==> src/rtl/tmds_ser_pkg.sv <==
// Shared constants and types for the soft TMDS/LVDS serializer.
//   IDLE_WORD   : control token (C1C0 = 00) sent whenever no data word is available.
//   CLK_PATTERN : clock-lane word, first half ones, reloaded every word period.
//   ser_state_e : S_IDLE (sending idle tokens) / S_RUN (draining the FIFO).
//   word_period : number of slice cycles per parallel word.
package tmds_ser_pkg;

    localparam logic [9:0] IDLE_WORD   = 10'b1101010100;
    localparam logic [9:0] CLK_PATTERN = 10'b0000011111;

    typedef enum logic {
        S_IDLE,
        S_RUN
    } ser_state_e;

    function automatic int unsigned word_period(input int unsigned word_width,
                                                input int unsigned bits_per_clk);
        return word_width / bits_per_clk;
    endfunction

endpackage

==> src/rtl/tmds_ser_fifo.sv <==
// Synchronous show-ahead FIFO with occupancy count, one entry holds all channels.
// Ports:
//   clk_i, rst_i      : clock, asynchronous active-high reset (flushes the FIFO)
//   wr_en_i/wr_data_i : write request and data; ignored while full
//   rd_en_i/rd_data_o : pop request; rd_data_o always shows the oldest entry
//   count_o           : registered occupancy 0..DEPTH
//   full_o, empty_o   : decoded from count_o
// A word written on an edge is not visible to a pop on that same edge.
module tmds_ser_fifo #(
    parameter int unsigned WIDTH = 30,
    parameter int unsigned DEPTH = 4,
    localparam int unsigned AW   = $clog2(DEPTH),
    localparam int unsigned CW   = AW + 1
) (
    input  logic             clk_i,
    input  logic             rst_i,
    input  logic             wr_en_i,
    input  logic [WIDTH-1:0] wr_data_i,
    input  logic             rd_en_i,
    output logic [WIDTH-1:0] rd_data_o,
    output logic [CW-1:0]    count_o,
    output logic             full_o,
    output logic             empty_o
);

    logic [WIDTH-1:0] mem_q [DEPTH];
    logic [AW-1:0]    wr_ptr_q, rd_ptr_q;
    logic [CW-1:0]    count_q, count_d;
    logic             wr, rd;

    assign full_o    = (count_q == CW'(DEPTH));
    assign empty_o   = (count_q == '0);
    assign count_o   = count_q;
    assign rd_data_o = mem_q[rd_ptr_q];
    assign wr        = wr_en_i && !full_o;
    assign rd        = rd_en_i && !empty_o;

    always_comb begin
        count_d = count_q;
        if (wr && !rd) begin
            count_d = count_q + CW'(1);
        end else if (rd && !wr) begin
            count_d = count_q - CW'(1);
        end
    end

    always_ff @(posedge clk_i or posedge rst_i) begin
        if (rst_i) begin
            wr_ptr_q <= '0;
            rd_ptr_q <= '0;
            count_q  <= '0;
        end else begin
            count_q <= count_d;
            if (wr) wr_ptr_q <= wr_ptr_q + AW'(1);
            if (rd) rd_ptr_q <= rd_ptr_q + AW'(1);
        end
    end

    // Storage needs no reset; occupancy is tracked by count_q.
    always_ff @(posedge clk_i) begin
        if (wr) mem_q[wr_ptr_q] <= wr_data_i;
    end

endmodule

==> src/rtl/tmds_serializer_gen.sv <==
// Soft TMDS/LVDS serializer in the bit/slice clock domain.
// Words enter via s_valid_i/s_ready_o into a FIFO and are shifted out LSB-first,
// BITS_PER_CLK bits per cycle (bit 0 of each slice is the earlier bit). A clock lane
// is reloaded at every word boundary; an idle token is sent when no word is available.
// Ports:
//   clk_pixel_x5_i    : slice clock (only clock)
//   rst_i             : asynchronous active-high reset
//   s_valid_i/s_ready_o/s_data_i : input word handshake, one word per channel
//   underflow_clr_i   : clears the sticky underflow flag (a same-edge set wins)
//   tmds_lane_o       : current slice per channel
//   tmds_clock_lane_o : current slice of the clock pattern
//   word_start_o      : high during slice 0 of every word
//   running_o         : state is S_RUN
//   underflow_o       : sticky underflow flag
// Optional: define TMDS_SER_UNDERFLOW_CNT_EN to add underflow_count_o, a saturating
// underflow event counter cleared by reset and underflow_clr_i.
module tmds_serializer_gen
    import tmds_ser_pkg::*;
#(
    parameter int unsigned NUM_CHANNELS = 3,
    parameter int unsigned WORD_WIDTH   = 10,
    parameter int unsigned BITS_PER_CLK = 2,
    parameter int unsigned FIFO_DEPTH   = 4,
    parameter int unsigned START_LEVEL  = 2
) (
    input  logic                                      clk_pixel_x5_i,
    input  logic                                      rst_i,
    input  logic                                      s_valid_i,
    output logic                                      s_ready_o,
    input  logic [NUM_CHANNELS-1:0][WORD_WIDTH-1:0]   s_data_i,
    input  logic                                      underflow_clr_i,
    output logic [NUM_CHANNELS-1:0][BITS_PER_CLK-1:0] tmds_lane_o,
    output logic [BITS_PER_CLK-1:0]                   tmds_clock_lane_o,
    output logic                                      word_start_o,
    output logic                                      running_o,
    output logic                                      underflow_o
`ifdef TMDS_SER_UNDERFLOW_CNT_EN
    ,
    output logic [15:0]                               underflow_count_o
`endif
);

    localparam int unsigned N  = word_period(WORD_WIDTH, BITS_PER_CLK);
    localparam int unsigned PW = (N > 1) ? $clog2(N) : 1;
    localparam int unsigned CW = $clog2(FIFO_DEPTH) + 1;
    localparam int unsigned DW = NUM_CHANNELS * WORD_WIDTH;
    localparam logic [PW-1:0] LastPhase = PW'(N - 1);
    // Non-10-bit widths take the low bits of the token and a half-ones clock word.
    localparam logic [WORD_WIDTH-1:0] IdleWord = WORD_WIDTH'(IDLE_WORD);
    localparam logic [WORD_WIDTH-1:0] HalfOnes =
        {WORD_WIDTH{1'b1}} >> (WORD_WIDTH - WORD_WIDTH / 2);
    localparam logic [WORD_WIDTH-1:0] ClkWord =
        (WORD_WIDTH == 10) ? WORD_WIDTH'(CLK_PATTERN) : HalfOnes;

    ser_state_e                             state_q, state_d;
    logic [PW-1:0]                          phase_q, phase_d;
    logic                                   word_start_q, word_start_d;
    logic [NUM_CHANNELS-1:0][WORD_WIDTH-1:0] sh_q, sh_d;
    logic [WORD_WIDTH-1:0]                  clk_q, clk_d;
    logic                                   underflow_q, underflow_d;
    logic                                   boundary, pop, uf_set;
    logic [DW-1:0]                          fifo_wdata, fifo_rdata;
    logic [CW-1:0]                          fifo_count;
    logic                                   fifo_full, fifo_empty;

    assign fifo_wdata = s_data_i;

    tmds_ser_fifo #(
        .WIDTH (DW),
        .DEPTH (FIFO_DEPTH)
    ) u_fifo (
        .clk_i     (clk_pixel_x5_i),
        .rst_i     (rst_i),
        .wr_en_i   (s_valid_i),
        .wr_data_i (fifo_wdata),
        .rd_en_i   (pop),
        .rd_data_o (fifo_rdata),
        .count_o   (fifo_count),
        .full_o    (fifo_full),
        .empty_o   (fifo_empty)
    );

    assign boundary = (phase_q == LastPhase);

    always_comb begin
        state_d      = state_q;
        phase_d      = boundary ? '0 : phase_q + PW'(1);
        word_start_d = (phase_d == '0);
        clk_d        = clk_q >> BITS_PER_CLK;
        pop          = 1'b0;
        uf_set       = 1'b0;
        for (int unsigned c = 0; c < NUM_CHANNELS; c++) begin
            sh_d[c] = sh_q[c] >> BITS_PER_CLK;
        end
        if (boundary) begin
            clk_d = ClkWord;
            unique case (state_q)
                S_IDLE: begin
                    // The start decision loads idle now; data follows one word later.
                    sh_d = {NUM_CHANNELS{IdleWord}};
                    if (fifo_count >= CW'(START_LEVEL)) state_d = S_RUN;
                end
                S_RUN: begin
                    if (!fifo_empty) begin
                        pop  = 1'b1;
                        sh_d = fifo_rdata;
                    end else begin
                        sh_d    = {NUM_CHANNELS{IdleWord}};
                        uf_set  = 1'b1;
                        state_d = S_IDLE;
                    end
                end
                default: ;
            endcase
        end
    end

    assign underflow_d = uf_set | (underflow_q & ~underflow_clr_i);

    always_ff @(posedge clk_pixel_x5_i or posedge rst_i) begin
        if (rst_i) begin
            state_q      <= S_IDLE;
            phase_q      <= LastPhase;
            word_start_q <= 1'b0;
            sh_q         <= '0;
            clk_q        <= '0;
            underflow_q  <= 1'b0;
        end else begin
            state_q      <= state_d;
            phase_q      <= phase_d;
            word_start_q <= word_start_d;
            sh_q         <= sh_d;
            clk_q        <= clk_d;
            underflow_q  <= underflow_d;
        end
    end

    always_comb begin
        for (int unsigned c = 0; c < NUM_CHANNELS; c++) begin
            tmds_lane_o[c] = sh_q[c][BITS_PER_CLK-1:0];
        end
    end

    assign tmds_clock_lane_o = clk_q[BITS_PER_CLK-1:0];
    assign word_start_o      = word_start_q;
    assign running_o         = (state_q == S_RUN);
    assign underflow_o       = underflow_q;
    assign s_ready_o         = ~fifo_full;

`ifdef TMDS_SER_UNDERFLOW_CNT_EN
    logic [15:0] uf_cnt_q, uf_cnt_d;

    always_comb begin
        uf_cnt_d = underflow_clr_i ? '0 : uf_cnt_q;
        if (uf_set && (uf_cnt_d != 16'hFFFF)) uf_cnt_d = uf_cnt_d + 16'd1;
    end

    always_ff @(posedge clk_pixel_x5_i or posedge rst_i) begin
        if (rst_i) uf_cnt_q <= '0;
        else       uf_cnt_q <= uf_cnt_d;
    end

    assign underflow_count_o = uf_cnt_q;
`endif

endmodule

==> config.mk <==
export PLATFORM = sky130hd
export DESIGN_NAME = tmds_serializer_gen
export DESIGN_NICKNAME = d
export VERILOG_FILES = /design/src/rtl/tmds_ser_pkg.sv /design/src/rtl/tmds_ser_fifo.sv /design/src/rtl/tmds_serializer_gen.sv
export SDC_FILE = /design/constraint.sdc
export NUM_CORES = 1
export LEC_CHECK = 0
export BUFFER_PORTS_ARGS = -buffer_cell sky130_fd_sc_hd__buf_2
export CORE_ASPECT_RATIO = 0.8
export CORE_MARGIN = 1
export CORE_UTILIZATION = 55
export DETAILED_ROUTE_END_ITERATION = 10
export PLACE_DENSITY = 0.76
export SYNTH_ARGS = -nofsm -noshare
export SYNTH_HDL_FRONTEND = slang
export SYNTH_SLANG_ARGS = --single-unit
==> constraint.sdc <==
create_clock -name clk_pixel_x5_i -period 2.8 [get_ports clk_pixel_x5_i]
set_input_delay 0 -clock clk_pixel_x5_i [delete_from_list [all_inputs] [get_ports clk_pixel_x5_i]]
set_output_delay 0 -clock clk_pixel_x5_i [all_outputs]
set_load 0.1 [all_outputs]
Word level (Yosys, flattened, before mapping)
Memory sizes are Yosys's and may differ from the RTL's.
Index checks and enable logic that the tools add are counted.
Widths: inputs -> output; s select.
- logic and storage cells: 53
- flip-flop bits (word level): 48
- input port bits: 34
- bits in latches: 0
- memories kept: 1
- output and inout bits: 12
- memory bits (read-only): 0
- memory bits (writable): 120
- memory list (memory ; words ; width ; read ports ; clocked after Yosys merged registers in ; wr ports ; line ; text):
    u_fifo.mem_q ; 4 ; 30 ; 1 ; 0 ; 1 ; tmds_ser_fifo.sv:26 ; logic [WIDTH-1:0] mem_q [DEPTH];
- shifts and indexed selects: 0
- mux-type cells: 17
- multipliers: 0
- order comparisons: 1
- div/mod/pow operators: 0
- $add $sub $neg: 5
- reduce and logical (&&, ||, !) cells: 11
- bitwise operators: 5
- eq/ne operators: 2
- operators by type and width (operator ; count):
    $mux 30 ; 2
    $pmux 30 s2 ; 1
    $mux 1 ; 9
    $mux 3 ; 3
    $add 3x1->3 const B ; 2
    $eq 3x3->1 const B ; 2
    $logic_not 3->1 ; 2
    $mux 5 ; 1
    $add 2x1->2 const B ; 2
    $logic_and 1x1->1 ; 4
    $logic_not 1->1 ; 4
    $ge 3x2->1 const B ; 1
    $not 1->1 ; 3
    $sub 3x1->3 const B ; 1
    $pmux 1 s2 ; 1
    $reduce_bool 2->1 ; 1
    $and 1x1->1 ; 1
    $or 1x1->1 ; 1

Logic depth before layout (Yosys ltp)
- depth in word-level cells: 8
- depth in mapped cells: 12
- mapped depth without buffers: 11

Hierarchy
From an unflattened synthesis, not the netlist that was laid out.
- cells, all modules: 298
- area, all modules: 6319.8 µm²
- modules (own cells, without submodules) (module ; area each (µm²) ; instances ; cells each):
    tmds_ser_fifo ; 4808.4 ; 1 ; 193
    tmds_serializer_gen ; 1511.4 ; 1 ; 105

Worst setup path after synthesis
OpenSTA, ideal clock, no wires.
- path type: register -> register
- from: register state_q, in the netlist running_o
- to: register u_fifo.count_q[1], in the netlist u_fifo.count_o[1]
- buffers on the path: 1
- setup time: 125 ps
- stages on the path, launching flop included: 9
- data arrival time: 2567 ps
- clock period less this slack: 2692 ps
- setup slack: 108 ps
- cell sequence: dfrtp_1 > o31ai_4 > nor2_4 > inv_1 > buf_4 > ha_1 > inv_1 > fa_1 > mux2_2
- word-level cells in the longest chain between the ends: 6
- elaborated cells on any way between the ends: 8
- classes of those cells: 3 x mux; 5 x reduce/logical
- RTL lines (what ; line ; text):
    start: declaration ; tmds_serializer_gen.sv:55 ; ser_state_e state_q, state_d;
    start signal: assignment ; tmds_serializer_gen.sv:129 ; state_q <= state_d;
    $mux 1 ; tmds_serializer_gen.sv:97 ; unique case (state_q)
    $mux 1 ; tmds_serializer_gen.sv:95 ; if (boundary) begin
    $logic_and 1x1->1 ; tmds_ser_fifo.sv:36 ; assign rd = rd_en_i && !empty_o;
    $logic_not 1->1 ; tmds_ser_fifo.sv:40 ; if (wr && !rd) begin
    $logic_and 1x1->1 ; tmds_ser_fifo.sv:40 ;
    $mux 3 ; tmds_ser_fifo.sv:40 ;
    net u_fifo.count_d[1] ; tmds_ser_fifo.sv:28 ; logic [CW-1:0] count_q, count_d;
    end signal: assignment ; tmds_ser_fifo.sv:53 ; count_q <= count_d;
    end: declaration ; tmds_ser_fifo.sv:28 ;
The timed path passes the listed nets, and every way through them passes these cells.
A chain may end at the register's enable or synchronous reset.

Worst setup path after layout
- from: register u_fifo.count_q[0], in the netlist u_fifo.count_o[0]
- to: register u_fifo.count_q[2], in the netlist u_fifo.count_o[2]
- word-level cells in the longest chain between the ends: 8
- elaborated cells on any way between the ends: 18
- classes of those cells: 2 x add/sub; 1 x eq/ne; 5 x mux; 10 x reduce/logical
- RTL lines (what ; line ; text):
    $logic_not 3->1 ; tmds_ser_fifo.sv:32 ; assign empty_o = (count_q == '0);
    $mux 1 ; tmds_serializer_gen.sv:104 ; if (!fifo_empty) begin
    $mux 1 ; tmds_serializer_gen.sv:97 ;
    $mux 1 ; tmds_serializer_gen.sv:95 ;
    $logic_and 1x1->1 ; tmds_ser_fifo.sv:36 ;
    $logic_not 1->1 ; tmds_ser_fifo.sv:40 ;
    $logic_and 1x1->1 ; tmds_ser_fifo.sv:40 ;
    $mux 3 or $reduce_bool 2->1 (tied branches) ; - ;
Several ways; a longest one is shown, not always the timed one. The select of a mux whose other input is x is not followed.

==> metrics.yaml <==
n_fill_cell: 689
timing.fmax_mhz: 408
io_pins: 46
syn_avg_cell_area_um2: 20.6
path_cells: "o31ai_4, nor2_4, inv_1, ha_1, inv_1, fa_1, xor2_1, nor2_1, xor2_1"
vdd_drop_max_mv: 0.532
cp_num_buf_inv: 2
dp_hpwl_mm: 6.40
syn_inst: 302
worst_pin_slew_ns: 0.726
synth_edf_count: 120
grt_pass1_wl_mm: 17.6
crit_slowest_cell: "o31ai_4"
status: "completed"
p_sw_share_pct: 30.0
p_sw_mw: 2.42
antenna_found_initial: 0
initial_core_util_pct: 57.0
die-area_um2: 11800
die_y_um: 97.2
cp_max_fo: 16
maxCapViolCount: 0
antenna_left: 0
fin_nets: 432
antenna_cells: 0
yosys_most_used_dff: "edfxtp_1"
cpPeakStageDelay_ns: 0.54
final-setup-viol-count: 0
clockPowerShare_pct: 29.3
cts-root-buf: "clkbuf_16"
track_usage_pct: 20.9
first_global_vias: 3279
synth_area_um2: 6230
drt-pass1-iter-count: 6
leakage_nw: 2.91
die_w_um: 121
via_per_inst: 5.54
cts_tree: "yes"
yosysWarnings: 0
wl_mm: 11.0
slew_violations: 0
numCtsBuffers: 17
relSlewSlack_pct: 51.5
power-per-cell-area_nw_per_um2: 1070
rows: 34
finalPower_mw: 8.06
clock_latency_ns: 0.41
grt_max_degree: 33
drc: 0
drt_iter0_markers: 217
tns_ns: 0
internal_power_mw: 5.64
dr_total_vias: 3032
yosysSeqAreaShare_pct: 76.3
critPathLaunchType: "flop"
crit_required_ns: 3.13
grt_overflow: 0
routedWlPerCell_um: 20.0
hold_ws_ns: 0.0624
cp_data_arrival_time_ns: 2.78
final_hold_viol_count: 0
period_minus_slack_ns: 2.45
path_delay_family: "adder cells"
comb_power_share_pct: 28.3
synthesis.nets: 344
place.port_buffers: 45
cts_sinks: 166
core-area_um2: 10900
layout-drive-gt1-share_pct: 30.0
path_clk_slew_ns: 0.06
yosysUniqueCellTypes: 31
min_path_type: "in -> reg"
h-tree-depth: 4
end_kind: "flop"
finalClockSkew_ns: 0.00643
area_growth_pct: 20.6
rsz0062_at_grt: "no"
synth-seq-cells: 166
worst-setup-path-type: "reg -> reg"
async_flop_share_pct: 27.7
seqPwrFrac_pct: 42.4
fin_crit_sh_pct: 87.6
gp_congestion: 0.729
ctsLongestPathBuffers: 2
synth_stat cells (2+ instances only):
cell,instances,area [um^2]
a22o_1,16,140
and2_1,4,25.0
buf_12,2,40.0
buf_2,4,20.0
buf_4,9,67.6
buf_6,2,22.5
clkbuf_1,3,11.3
dfrtp_1,45,1130
edfxtp_1,120,3600
ha_1,7,87.6
inv_1,10,37.5
mux2_2,3,33.8
mux4_1,2,52.6
mux4_2,28,631
nand2_1,2,7.51
nand2b_1,2,12.5
nor2_1,17,63.8
o22a_1,9,78.8
xnor2_1,3,26.3
xor2_1,3,26.3
kinds of logic (layout without fill, tap and decap cells):
| family | Yosys count | after routing | synth area share, % |
|---|---|---|---|
| AO/OA/AOI/OAI | 29 | 29 | 4.19 |
| XOR/XNOR | 6 | 6 | 0.843 |
| adder cells (fa/ha/maj) | 8 | 8 | 1.73 |
| buffers and inverters | 31 | 132 | 3.25 |
| flip-flops | 166 | 166 | 76.3 |
| multiplexers | 33 | 33 | 11.5 |
| AND/OR/NAND/NOR | 29 | 29 | 2.19 |
final cells by class:
type	count	area, um^2	share of cell area (%)
Inverter	10	37.5	0.499
Tap cell	144	180	2.40
Multi-Input combinational cell	105	1270	17.0
Sequential cell	166	4760	63.3
Timing Repair Buffer	90	668	8.89
Clock inverter	10	156	2.08
Clock buffer	22	444	5.91
power groups by stage:
stage,sequential [mW],combinational [mW],clock [mW]
2_1_floorplan,3.36,1.91,0
3_3_place_gp,3.44,2.22,0
3_5_place_dp,3.47,2.27,0
4_1_cts,3.42,2.32,2.40
5_1_grt,3.46,2.45,2.49
6_report,3.41,2.28,2.36
layout by cell type, fill, tap and decap left out:
master and n:
nor2_4 1, xor2_1 3, clkinv_1 1, buf_4 11, buf_2 45, a21oi_1 1, a21boi_2 1, nor3_1 1
mux4_1 2, o21ai_0 1, mux2_2 3, dfrtp_2 1, clkbuf_1 5, buf_12 2, o22a_1 9, nand2b_1 2
edfxtp_1 120, clkinv_2 3, mux4_2 28, nand2_1 2, bufinv_16 4, fa_1 1, ha_1 7, a22o_1 16
inv_2 1, o31ai_4 1, inv_1 9, and2_1 4, nor2_1 17, dlygate4sd3_1 32, nand3_1 1, clkbuf_16 17
clkinv_4 2, nor4_1 1, xnor2_1 3, dfstp_2 1, dfrtp_1 44
worst register-to-register path: cells and delay by family (launching register included):
kind	cells	cell delay (ns)
adder cells (fa/ha/maj)	2	0.56
AND/OR/NAND/NOR	2	0.31
XOR/XNOR	2	0.30
AO/OA/AOI/OAI	1	0.54
buffers and inverters	2	0.20
flip-flops	1	0.47
path summary, 6_finish.rpt:
check / from / end / slack (ns) / depth (start not counted)
worst max-delay path: u_fifo.count_o[0] / u_fifo.count_o[2] / 0.35 / 9
worst min-delay path: s_valid_i / u_fifo.wr_ptr_q[0] / 0.06 / 3
worst max register to register: u_fifo.count_o[0] / u_fifo.count_o[2] / 0.35 / 9
worst min register to register: clk_q[3] / clk_q[2] / 0.43 / 1
max in group asynchronous: rst_i / sh_q[3] / 1.87 / 4
min in group asynchronous: rst_i / clk_q[3] / 0.25 / 3
registers in the layout, summed over array words and instances (netlist names):
| signal | flops |
|---|---|
| phase_q | 3 |
| sh_q | 24 |
| running_o | 1 |
| u_fifo.wr_ptr_q | 2 |
| u_fifo.count_o | 3 |
| tmds_lane_o | 6 |
| u_fifo.mem_q | 120 |
| u_fifo.rd_ptr_q | 2 |
| word_start_o | 1 |
| underflow_o | 1 |
| clk_q | 3 |
layer usage:
metal  part of all wire (%)  track usage (%)
met5                      0                0
met4                    1.3             8.07
met3                    4.4             4.05
met2                     50             34.3
met1                     45             27.9
through the flow:
stage / cell area [um^2] / cells / util, % / worst slack [ns]
floorplan: 6230 / 302 / - / 0.108
finish: 7520 / 547 / 68.8 / 0.349
detailed placement: 6600 / 483 / 60.3 / 0.353
global route: 7520 / 547 / 68.8 / 0.153
CTS: 7520 / 547 / 68.8 / 0.333
global placement: 6600 / 483 / 60.3 / 0.479
repair_timing:
| item | in CTS | in global routing |
|---|---|---|
| endpoints found under the hold margin | 151 | 0 |
| buffers inserted | 0 | 0 |
| gates resized for setup | 0 | 0 |
| hold buffers | 32 | 0 |
Power figures use the tool's default switching activity.
